$ cat src/rtl/bm_arbiter.sv
// bm_arbiter: shares the single VRAM/register bus-master port between the 6502 (port A, buffered strobes)
// and a DMA/blitter (port B, req/ack), with a starvation guard and in-order read data routing.
module bm_arbiter #(
    parameter int A_DEPTH     = 2,
    parameter int OUTSTANDING = 4,
    parameter int MAX_WAIT    = 8
) (
    input  logic        bm_clk,
    input  logic        bm_reset,
    input  logic        a_strobe,
    input  logic        a_write,
    input  logic [18:0] a_addr,
    input  logic [7:0]  a_wrdata,
    output logic [7:0]  a_rddata,
    output logic        a_rdvalid,
    output logic        a_overflow,
    input  logic        a_overflow_clr,
    input  logic        b_req,
    input  logic        b_write,
    input  logic [18:0] b_addr,
    input  logic [7:0]  b_wrdata,
    output logic        b_ack,
    output logic [7:0]  b_rddata,
    output logic        b_rdvalid,
    output logic        s_strobe,
    output logic        s_write,
    output logic [18:0] s_addr,
    output logic [7:0]  s_wrdata,
    input  logic        s_ready,
    input  logic        s_rdvalid,
    input  logic [7:0]  s_rddata
);
    localparam int AW  = (A_DEPTH > 1) ? $clog2(A_DEPTH) : 1;
    localparam int ACW = $clog2(A_DEPTH + 1);
    localparam int TW  = (OUTSTANDING > 1) ? $clog2(OUTSTANDING) : 1;
    localparam int TCW = $clog2(OUTSTANDING + 1);

    logic [27:0]    a_mem_q [A_DEPTH];
    logic [27:0]    a_mem_d [A_DEPTH];
    logic [AW-1:0]  a_wp_q, a_wp_d, a_rp_q, a_rp_d;
    logic [ACW-1:0] a_cnt_q, a_cnt_d;
    logic           a_overflow_q, a_overflow_d;
    logic           tag_mem_q [OUTSTANDING];
    logic           tag_mem_d [OUTSTANDING];
    logic [TW-1:0]  tag_wp_q, tag_wp_d, tag_rp_q, tag_rp_d;
    logic [TCW-1:0] tag_cnt_q, tag_cnt_d;
    logic [7:0]     wait_q, wait_d;
    logic           s_strobe_q, s_strobe_d, s_write_q, s_write_d, s_port_q, s_port_d;
    logic [18:0]    s_addr_q, s_addr_d;
    logic [7:0]     s_wrdata_q, s_wrdata_d;
    logic           b_ack_q, b_ack_d;
    logic           a_rdvalid_q, a_rdvalid_d, b_rdvalid_q, b_rdvalid_d;
    logic [7:0]     a_rddata_q, a_rddata_d, b_rddata_q, b_rddata_d;

    logic [27:0] a_in, a_head;
    logic        slot_free, tag_push, tag_pop, rd_ok, a_ok, b_ok, grant_a, grant_b, a_push;

    always_comb begin
        a_in      = {a_write, a_addr, a_wrdata};
        // An empty FIFO is bypassed so a strobe can reach s_* on the very next edge.
        a_head    = (a_cnt_q == '0) ? a_in : a_mem_q[a_rp_q];
        slot_free = !s_strobe_q || s_ready;
        tag_push  = s_strobe_q && s_ready && !s_write_q;
        tag_pop   = s_rdvalid && (tag_cnt_q != '0);
        rd_ok     = ({1'b0, tag_cnt_q} + {{TCW{1'b0}}, tag_push} - {{TCW{1'b0}}, tag_pop})
                    < (TCW+1)'(OUTSTANDING);
        a_ok      = ((a_cnt_q != '0) || a_strobe) && (a_head[27] || rd_ok);
        // b_req is still high during the ack cycle; masking it prevents a double grant.
        b_ok      = b_req && !b_ack_q && (b_write || rd_ok);
        grant_b   = slot_free && b_ok && ((wait_q == 8'(MAX_WAIT)) || !a_ok);
        grant_a   = slot_free && a_ok && !grant_b;
        a_push    = a_strobe && ((a_cnt_q != ACW'(A_DEPTH)) || grant_a);
        a_mem_d   = a_mem_q;
        if (a_push)
            a_mem_d[a_wp_q] = a_in;
        a_wp_d       = !a_push ? a_wp_q : (a_wp_q == AW'(A_DEPTH - 1)) ? '0 : a_wp_q + AW'(1);
        a_rp_d       = !grant_a ? a_rp_q : (a_rp_q == AW'(A_DEPTH - 1)) ? '0 : a_rp_q + AW'(1);
        a_cnt_d      = a_cnt_q + ACW'(a_push) - ACW'(grant_a);
        a_overflow_d = (a_overflow_q && !a_overflow_clr) || (a_strobe && !a_push);
        tag_mem_d    = tag_mem_q;
        if (tag_push)
            tag_mem_d[tag_wp_q] = s_port_q;
        tag_wp_d  = !tag_push ? tag_wp_q : (tag_wp_q == TW'(OUTSTANDING - 1)) ? '0 : tag_wp_q + TW'(1);
        tag_rp_d  = !tag_pop ? tag_rp_q : (tag_rp_q == TW'(OUTSTANDING - 1)) ? '0 : tag_rp_q + TW'(1);
        tag_cnt_d = tag_cnt_q + TCW'(tag_push) - TCW'(tag_pop);
        wait_d    = (!b_req || grant_b || b_ack_q) ? 8'd0 :
                    (wait_q == 8'(MAX_WAIT)) ? wait_q : wait_q + 8'd1;
        s_strobe_d  = slot_free ? (grant_a || grant_b) : s_strobe_q;
        s_write_d   = grant_b ? b_write  : grant_a ? a_head[27]   : s_write_q;
        s_addr_d    = grant_b ? b_addr   : grant_a ? a_head[26:8] : s_addr_q;
        s_wrdata_d  = grant_b ? b_wrdata : grant_a ? a_head[7:0]  : s_wrdata_q;
        s_port_d    = grant_b ? 1'b1     : grant_a ? 1'b0         : s_port_q;
        b_ack_d     = grant_b;
        a_rdvalid_d = tag_pop && !tag_mem_q[tag_rp_q];
        b_rdvalid_d = tag_pop && tag_mem_q[tag_rp_q];
        a_rddata_d  = a_rdvalid_d ? s_rddata : a_rddata_q;
        b_rddata_d  = b_rdvalid_d ? s_rddata : b_rddata_q;
    end

    always_ff @(posedge bm_clk or posedge bm_reset) begin
        if (bm_reset) begin
            a_mem_q      <= '{default: '0};
            a_wp_q       <= '0;
            a_rp_q       <= '0;
            a_cnt_q      <= '0;
            a_overflow_q <= 1'b0;
            tag_mem_q    <= '{default: 1'b0};
            tag_wp_q     <= '0;
            tag_rp_q     <= '0;
            tag_cnt_q    <= '0;
            wait_q       <= '0;
            s_strobe_q   <= 1'b0;
            s_write_q    <= 1'b0;
            s_addr_q     <= '0;
            s_wrdata_q   <= '0;
            s_port_q     <= 1'b0;
            b_ack_q      <= 1'b0;
            a_rdvalid_q  <= 1'b0;
            b_rdvalid_q  <= 1'b0;
            a_rddata_q   <= '0;
            b_rddata_q   <= '0;
        end else begin
            a_mem_q      <= a_mem_d;
            a_wp_q       <= a_wp_d;
            a_rp_q       <= a_rp_d;
            a_cnt_q      <= a_cnt_d;
            a_overflow_q <= a_overflow_d;
            tag_mem_q    <= tag_mem_d;
            tag_wp_q     <= tag_wp_d;
            tag_rp_q     <= tag_rp_d;
            tag_cnt_q    <= tag_cnt_d;
            wait_q       <= wait_d;
            s_strobe_q   <= s_strobe_d;
            s_write_q    <= s_write_d;
            s_addr_q     <= s_addr_d;
            s_wrdata_q   <= s_wrdata_d;
            s_port_q     <= s_port_d;
            b_ack_q      <= b_ack_d;
            a_rdvalid_q  <= a_rdvalid_d;
            b_rdvalid_q  <= b_rdvalid_d;
            a_rddata_q   <= a_rddata_d;
            b_rddata_q   <= b_rddata_d;
        end
    end

    assign a_rddata   = a_rddata_q;
    assign a_rdvalid  = a_rdvalid_q;
    assign a_overflow = a_overflow_q;
    assign b_ack      = b_ack_q;
    assign b_rddata   = b_rddata_q;
    assign b_rdvalid  = b_rdvalid_q;
    assign s_strobe   = s_strobe_q;
    assign s_write    = s_write_q;
    assign s_addr     = s_addr_q;
    assign s_wrdata   = s_wrdata_q;
endmodule
$ cat config.mk
export PLATFORM = sky130hd
export DESIGN_NAME = bm_arbiter
export DESIGN_NICKNAME = d
export VERILOG_FILES = /design/src/rtl/bm_arbiter.sv
export SDC_FILE = /design/constraint.sdc
export NUM_CORES = 1
export LEC_CHECK = 0
export CORE_MARGIN = 2
export CORE_UTILIZATION = 40
export CTS_CLUSTER_SIZE = 30
export DETAILED_ROUTE_END_ITERATION = 16
export DONT_BUFFER_PORTS = 1
export MAX_ROUTING_LAYER = met4
export PLACE_DENSITY_LB_ADDON = 0.1
export RECOVER_POWER = 100
export SYNTH_ARGS = -nofsm -noshare
export SYNTH_HDL_FRONTEND = slang
export SYNTH_SLANG_ARGS = --single-unit
$ cat constraint.sdc
create_clock -name bm_clk -period 12.7 [get_ports bm_clk]
set_input_delay 0.635 -clock bm_clk [delete_from_list [all_inputs] [get_ports bm_clk]]
set_output_delay 0.635 -clock bm_clk [all_outputs]
set_load 0.05 [all_outputs]
Yosys cells after proc, flatten, opt, wreduce, memory -nomap -nowiden

Cells that the tools add are included.

Bitwise operators: 4
$add $sub $neg: 11
Multiply operators: 0
Shift operators: 0
Reductions and logical operators: 40
Magnitude comparators: 7
Equality and inequality tests: 5
Divide/modulo/power cells: 0
Mux-type cells: 27

Operator list:

| cell                | count |
|---|---|
| $mux 28             | 5 |
| $bwmux 56           | 1 |
| $mux 19             | 2 |
| $mux 8              | 4 |
| $demux 28 s1        | 1 |
| $logic_and 1x1->1   | 17 |
| $logic_or 1x1->1    | 10 |
| $logic_not 1->1     | 9 |
| $mux 1              | 9 |
| $add 8x1->8 const B | 1 |
| $eq 8x4->1 const B  | 1 |
| $ge 3x3->1 const B  | 2 |
| $not 2->3           | 2 |
| $add 2x1->2 const B | 2 |
| $add 3x1->4         | 1 |
| $bwmux 4            | 1 |
| $eq 2x2->1 const B  | 2 |
| $ge 2x2->1 const B  | 2 |
| $lt 4x3->1 const B  | 1 |
| $mux 2              | 2 |
| $not 1->2           | 2 |
| $reduce_bool 2->1   | 2 |
| $sub 4x1->4         | 1 |
| $add 3x1->3         | 1 |
| 12 further kinds    | 13 |

Output and inout port bits: 49
Memories: 0
Register bits: 129
Memory bits (read-only): 0
Bits in latches: 0
Logic and storage cells: 118
Bits in writable memories: 0

Depth between registers and ports, before layout

Depth after elaboration: 17
Mapped depth: 18
Gate-level depth less buffers: 18

Worst setup path after synthesis

OpenSTA, ideal clock, no wires.

Path kind: register -> register
Start point: register s_strobe_q (netlist: s_strobe)
End point: register a_cnt_q[1]
Cell stages (with the launch flop): 19
Setup slack: 8.483 ns
Buffers on the path: 1
Arrival time: 4.094 ns
Clock period less this slack: 4.217 ns
Cells stage by stage: dfrtp_1 nand2_1 nor2_1 inv_1 ha_1 inv_1 ha_1 fa_1 xor2_1 o22ai_1 a311o_2 a311oi_2 buf_2 nor2_1 ha_1 inv_1 ha_1 xnor2_1 xnor2_1

Longest elaborated chain between the ends: 16

Ends and longest elaborated chain:

| what                            | line | source |
|---|---|---|
| start, declared                 | 48   | `logic s_strobe_q, s_strobe_d, s_write_q, s_write_d, s_port_q, s_port_d;` |
| start signal, assigned          | 133  | `s_strobe_q <= s_strobe_d;` |
| $logic_and 1x1->1 (2 in series) | 63   | `tag_push = s_strobe_q && s_ready && !s_write_q;` |
| $add 3x1->4                     | 65   | `rd_ok = ({1'b0, tag_cnt_q} + {{TCW{1'b0}}, tag_push} - {{TCW{1'b0}}, tag_pop})` |
| $sub 4x1->4                     | 65   |  |
| $lt 4x3->1                      | 66   | `< (TCW+1)'(OUTSTANDING);` |
| $logic_or 1x1->1                | 67   | `a_ok = ((a_cnt_q != '0) \|\| a_strobe) && (a_head[27] \|\| rd_ok);` |
| $logic_and 1x1->1               | 67   |  |
| $logic_not 1->1                 | 70   | `grant_b = slot_free && b_ok && ((wait_q == 8'(MAX_WAIT)) \|\| !a_ok);` |
| $logic_or 1x1->1                | 70   |  |
| $logic_and 1x1->1               | 70   |  |
| $logic_not 1->1                 | 71   | `grant_a = slot_free && a_ok && !grant_b;` |
| $logic_and 1x1->1 (*)           | 71   |  |
| net grant_a                     | 56   | `logic slot_free, tag_push, tag_pop, rd_ok, a_ok, b_ok, grant_a, grant_b, a_push;` |
| $logic_or 1x1->1                | 72   | `a_push = a_strobe && ((a_cnt_q != ACW'(A_DEPTH)) \|\| grant_a);` |
| $logic_and 1x1->1               | 72   |  |
| $add 2x1->2                     | 78   | `a_cnt_d = a_cnt_q + ACW'(a_push) - ACW'(grant_a);` |
| $sub 2x1->2 (*)                 | 78   |  |
| net a_cnt_d[1]                  | 41   | `logic [ACW-1:0] a_cnt_q, a_cnt_d;` |
| end signal, assigned            | 126  | `a_cnt_q <= a_cnt_d;` |
| end, declared                   | 41   |  |

The timed path passes the listed nets; every way through them passes the cells marked *.
A chain may end at the register's enable or synchronous reset.

Worst setup path after layout

Ends and elaborated chain as after synthesis.

==> results.txt <==
----------------------------------------------------
[Run status]
  Outcome ... finished, violations left
  Failing checks ... capacitance limit, slew limit

[Power and ir drop]
  Peak supply drop ... ~0.15 mV
  Sw Share ... 0.435
  Cell area power density ... roughly 330 nW/um2
  Clock Power Share ... 0.205
  Pleak ... 3.07 nW
  Comb power frac ... 0.330
  Switching power ... around 980 uW
  Proportion of power drawn by flip-flops and latches ... 0.464
  Internal power consumption ... around 1.3 mW

[Setup path]
  Cell with the biggest individual delay on the critical path ... sky130_fd_sc_hd__clkbuf_1
  Crit path capture type ... flop
  CP Data Required Time ... 13000 ps
  Critical Path Most Common Cell ... sky130_fd_sc_hd__ha_1
  Startpoint kind of the worst setup timing path ... flop
  Kind of cell with the highest combined delay on the critical path ... buffers and inverters
  Crit. path cell count ... 18
  CP arrival ... 6480 ps
  Setup CP Type ... flop to flop
  Worst Path Max Fanout ... 60
  Critical-path cell list ... nand2_1 -> nor2_1 -> inv_1 -> ha_1 -> inv_1 -> ha_1 -> fa_1 -> xor2_1 -> o22ai_1 -> a311o_1 -> a311oi_4 -> clkbuf_1 -> nor2_1 -> ha_1 -> inv_1 -> ha_1 -> xnor2_1 -> xnor2_1
  Largest stage delay on the critical path ... 1640 ps
  Sum of buffers and inverters on the critical path ... 4
  Register-to-Register Path Depth ... 18

[Clock tree]
  Clock sink count ... ~130
  CTS root buf ... sky130_fd_sc_hd__clkbuf_16
  TritonCTS Buffers ... 17
  Clk slew on worst S/H paths ... approximately 50 ps
  H-tree levels ... 4
  Count of hold-fix buffers inserted at cts ... 0
  Setup fix buffers added after clock tree synthesis ... 0
  Insertion delay of the later-clocked pin in the worst-skew pair ... 420 ps
  Number of buffers on the longest clock path ... 2
  Post-cts gate resize count ... 0
  Clock tree from TritonCTS ... done

[Drt]
  DRC violations left ... 0
  DR vias/cell ... about 5.2
  Routed length per instance ... 17.5 um
  First-pass iteration count of the detailed router ... 4
  Initial DRC count ... ~180
  Via count of the routed design ... roughly 3800
  ANT nets after route ... 0
  Aggregate routed wire length ... 12.8 mm

[Timing]
  Hold Violations, Final ... 0
  Pin slew with the least headroom to its limit ... 3410 ps
  Maximum frequency from static timing analysis ... about 160 MHz
  Unrepaired setup endpoints after global routing ... false
  Portion of the clock cycle consumed by the worst path in the final layout ... 0.487
  Worst slew slack as a fraction of its limit ... -1.29
  Setup TNS ... 0 ps
  Final clock skew ... 6.63 ps
  Minimum clock period after layout ... ~6200 ps
  Final-report setup violation count ... 0
  Final Max Slew Viols ... 251

[Synth]
  Number of flops mapped to enable cells by yosys ... 0
  Fraction of post-synthesis cell area in the top cell type by area ... 0.525
  Cell Area, Synth ... 6150 um2
  Number of nets produced by synthesis ... 618
  Post-synthesis cell type count ... 44
  Count leader, synth ... sky130_fd_sc_hd__dfrtp_1
  Fraction of the yosys area taken by sequential cells ... 0.525
  Post-synthesis average cell area ... around 12 um2
  Cell types occupying the most area after synthesis ... sky130_fd_sc_hd__dfrtp_1 (52%), sky130_fd_sc_hd__mux2i_1 (9.1%), sky130_fd_sc_hd__mux2_2 (5.7%)
  Yosys top cell by area ... sky130_fd_sc_hd__dfrtp_1
  Yosys warning total ... 0
  Ranking of synthesized cells by instance count ... sky130_fd_sc_hd__dfrtp_1 (129), sky130_fd_sc_hd__nand2_1 (71), sky130_fd_sc_hd__mux2i_1 (56)
  Number of flip-flops and latches in the synthesized netlist ... ~130
  Post-Synthesis Cells ... between 500 and 600
  Predominant post-synthesis flop cell ... sky130_fd_sc_hd__dfrtp_1
  Fraction of registers with async set/reset ... 1.00

[Finish]
  Share of post-route cells with drive strength above 1 ... 0.129
  Area of the multi-input gates ... about 2700 um2
  Count of nets after finishing ... about 620
  Sequential cell area ... 3230 um2
  Area added between synthesis and finish ... 9.95%
  Post-route non-filler standard cell count ... about 730
  Fillers ... 1415
  Number of antenna repair diodes ... 0

[Floorplanning]
  I/O pin cnt ... between 100 and 150
  # rows ... 45
  Die footprint ... 16400 um2
  Area inside the core boundary ... 15100 um2
  Die span in x ... 128 um
  Starting Density ... 0.408
  Chip height ... approximately 130 um

[Hold path]
  Hold Crit Class ... input port to flop
  Number of instances on the worst hold path ... 1

[Placed design]
  Port bufs ... 0
  Final Wtd Congestion ... roughly 0.76
  HPWL after DPL ... around 8.4 mm
  Cell Count Post-Placement ... 701

[Global route]
  Global Route Usage Sum ... 0.173
  Initial antenna violation count ... 0
  Global-route wire length before repair ... ~21 mm
  Aggregate global routing overflow ... 0
  Pin count of the biggest net entering global routing ... 78
  Vias in the first global route ... about 4000

[Flow run]
  Total of max-cap violations ... 5

----------------------------------------------------
[power by group through the flow]
stage	logic (mW)	registers, mW	clock network, mW
3_3_place_gp	0.771	1.05	0
4_1_cts	0.795	1.05	0.476
6_report	0.743	1.04	0.462
2_1_floorplan	0.684	0.988	0
5_1_grt	0.853	1.08	0.491
3_5_place_dp	0.793	1.06	0
[worst paths after layout]
path	startpoint	endpoint	slack, ps
min in group asynchronous	bm_reset	b_rddata[3]	1070
setup / recovery	s_strobe	a_cnt_q[1]	6520
setup reg to reg	s_strobe	a_cnt_q[1]	6520
hold reg to reg	a_mem_q[18]	a_mem_q[18]	480
hold / removal	a_overflow_clr	a_overflow	310
max in group asynchronous	bm_reset	a_mem_q[2]	7910
[flip-flops by register name (all words and copies together), names as in the netlist, 2 cells and up]
register   flops
a_cnt_q        2
a_mem_q       56
a_rddata       8
b_rddata       8
s_addr        19
s_wrdata       8
tag_cnt_q      3
tag_mem_q      4
tag_rp_q       2
tag_wp_q       2
wait_q         8
[cells by family after synthesis]
logic type                 synth area share
and+or+nand+nor                      0.0972
DFF                                   0.525
muxes                                 0.233
AOI/OAI and AO/OA                    0.0691
buffers and inverters                0.0303
adders and majority gates            0.0297
xor gates and xnor gates             0.0157
[final cells by class]
type	count	area share
Clock buffer	24	0.0742
Clock inverter	6	0.00814
Inverter	16	0.00906
Multi-Input combinational cell	364	0.394
Sequential cell	129	0.477
Tap cell	188	0.0348
Timing Repair Buffer	4	0.00222
[placed cells by master, fill, tap and decap left out, drive strengths merged, types with 2 or more instances in the layout]
cell / instances
clkbuf: 28
inv: 14
nor3b: 2
nor2b: 2
dfrtp: 129
a21o: 2
xor2: 7
clkinv: 6
xnor2: 4
nor4b: 2
nor3: 4
a21oi: 32
mux2i: 56
nand3b: 2
ha: 13
nor2: 42
nand2: 71
or2: 3
o21ai: 32
mux2: 69
nand2b: 5
nand3: 3
[per-stage QoR]
step,util,hold slack [ps],power (mW),instance area [um2],setup WS (ps)
6_report,0.448,312,2.25,6760,6520
5_1_grt,0.448,320,2.42,6760,5850
4_1_cts,0.455,283,2.32,6870,7740
3_5_place_dp,0.418,475,1.85,6310,7750
3_3_place_gp,0.418,466,1.82,6310,7860
2_1_floorplan,-,458,1.67,6150,8480
[per-layer routing]
metal / vias up / share of wire / GRT usage / wire, um
met5: - / 0 / - / 0
met4: 0 / 0.014 / 0.0679 / 182
met3: 17 / 0.066 / 0.0609 / 843
met2: 94 / 0.46 / 0.258 / 5830
met1: 1882 / 0.46 / 0.215 / 5910
li1: 1831 / - / - / -
[worst reg2reg max path: stages, from the launching register on]
cell,delay (ps)
sky130_fd_sc_hd__dfrtp_1,660
sky130_fd_sc_hd__nand2_1,150
sky130_fd_sc_hd__nor2_1,360
sky130_fd_sc_hd__inv_1,120
sky130_fd_sc_hd__ha_1,290
sky130_fd_sc_hd__inv_1,30
sky130_fd_sc_hd__ha_1,200
sky130_fd_sc_hd__fa_1,490
sky130_fd_sc_hd__xor2_1,240
sky130_fd_sc_hd__o22ai_1,120
sky130_fd_sc_hd__a311o_1,410
sky130_fd_sc_hd__a311oi_4,220
sky130_fd_sc_hd__clkbuf_1,1640
sky130_fd_sc_hd__nor2_1,270
sky130_fd_sc_hd__ha_1,400
sky130_fd_sc_hd__inv_1,40
sky130_fd_sc_hd__ha_1,180
sky130_fd_sc_hd__xnor2_1,130
sky130_fd_sc_hd__xnor2_1,120
(Power assumes the default switching activity.)
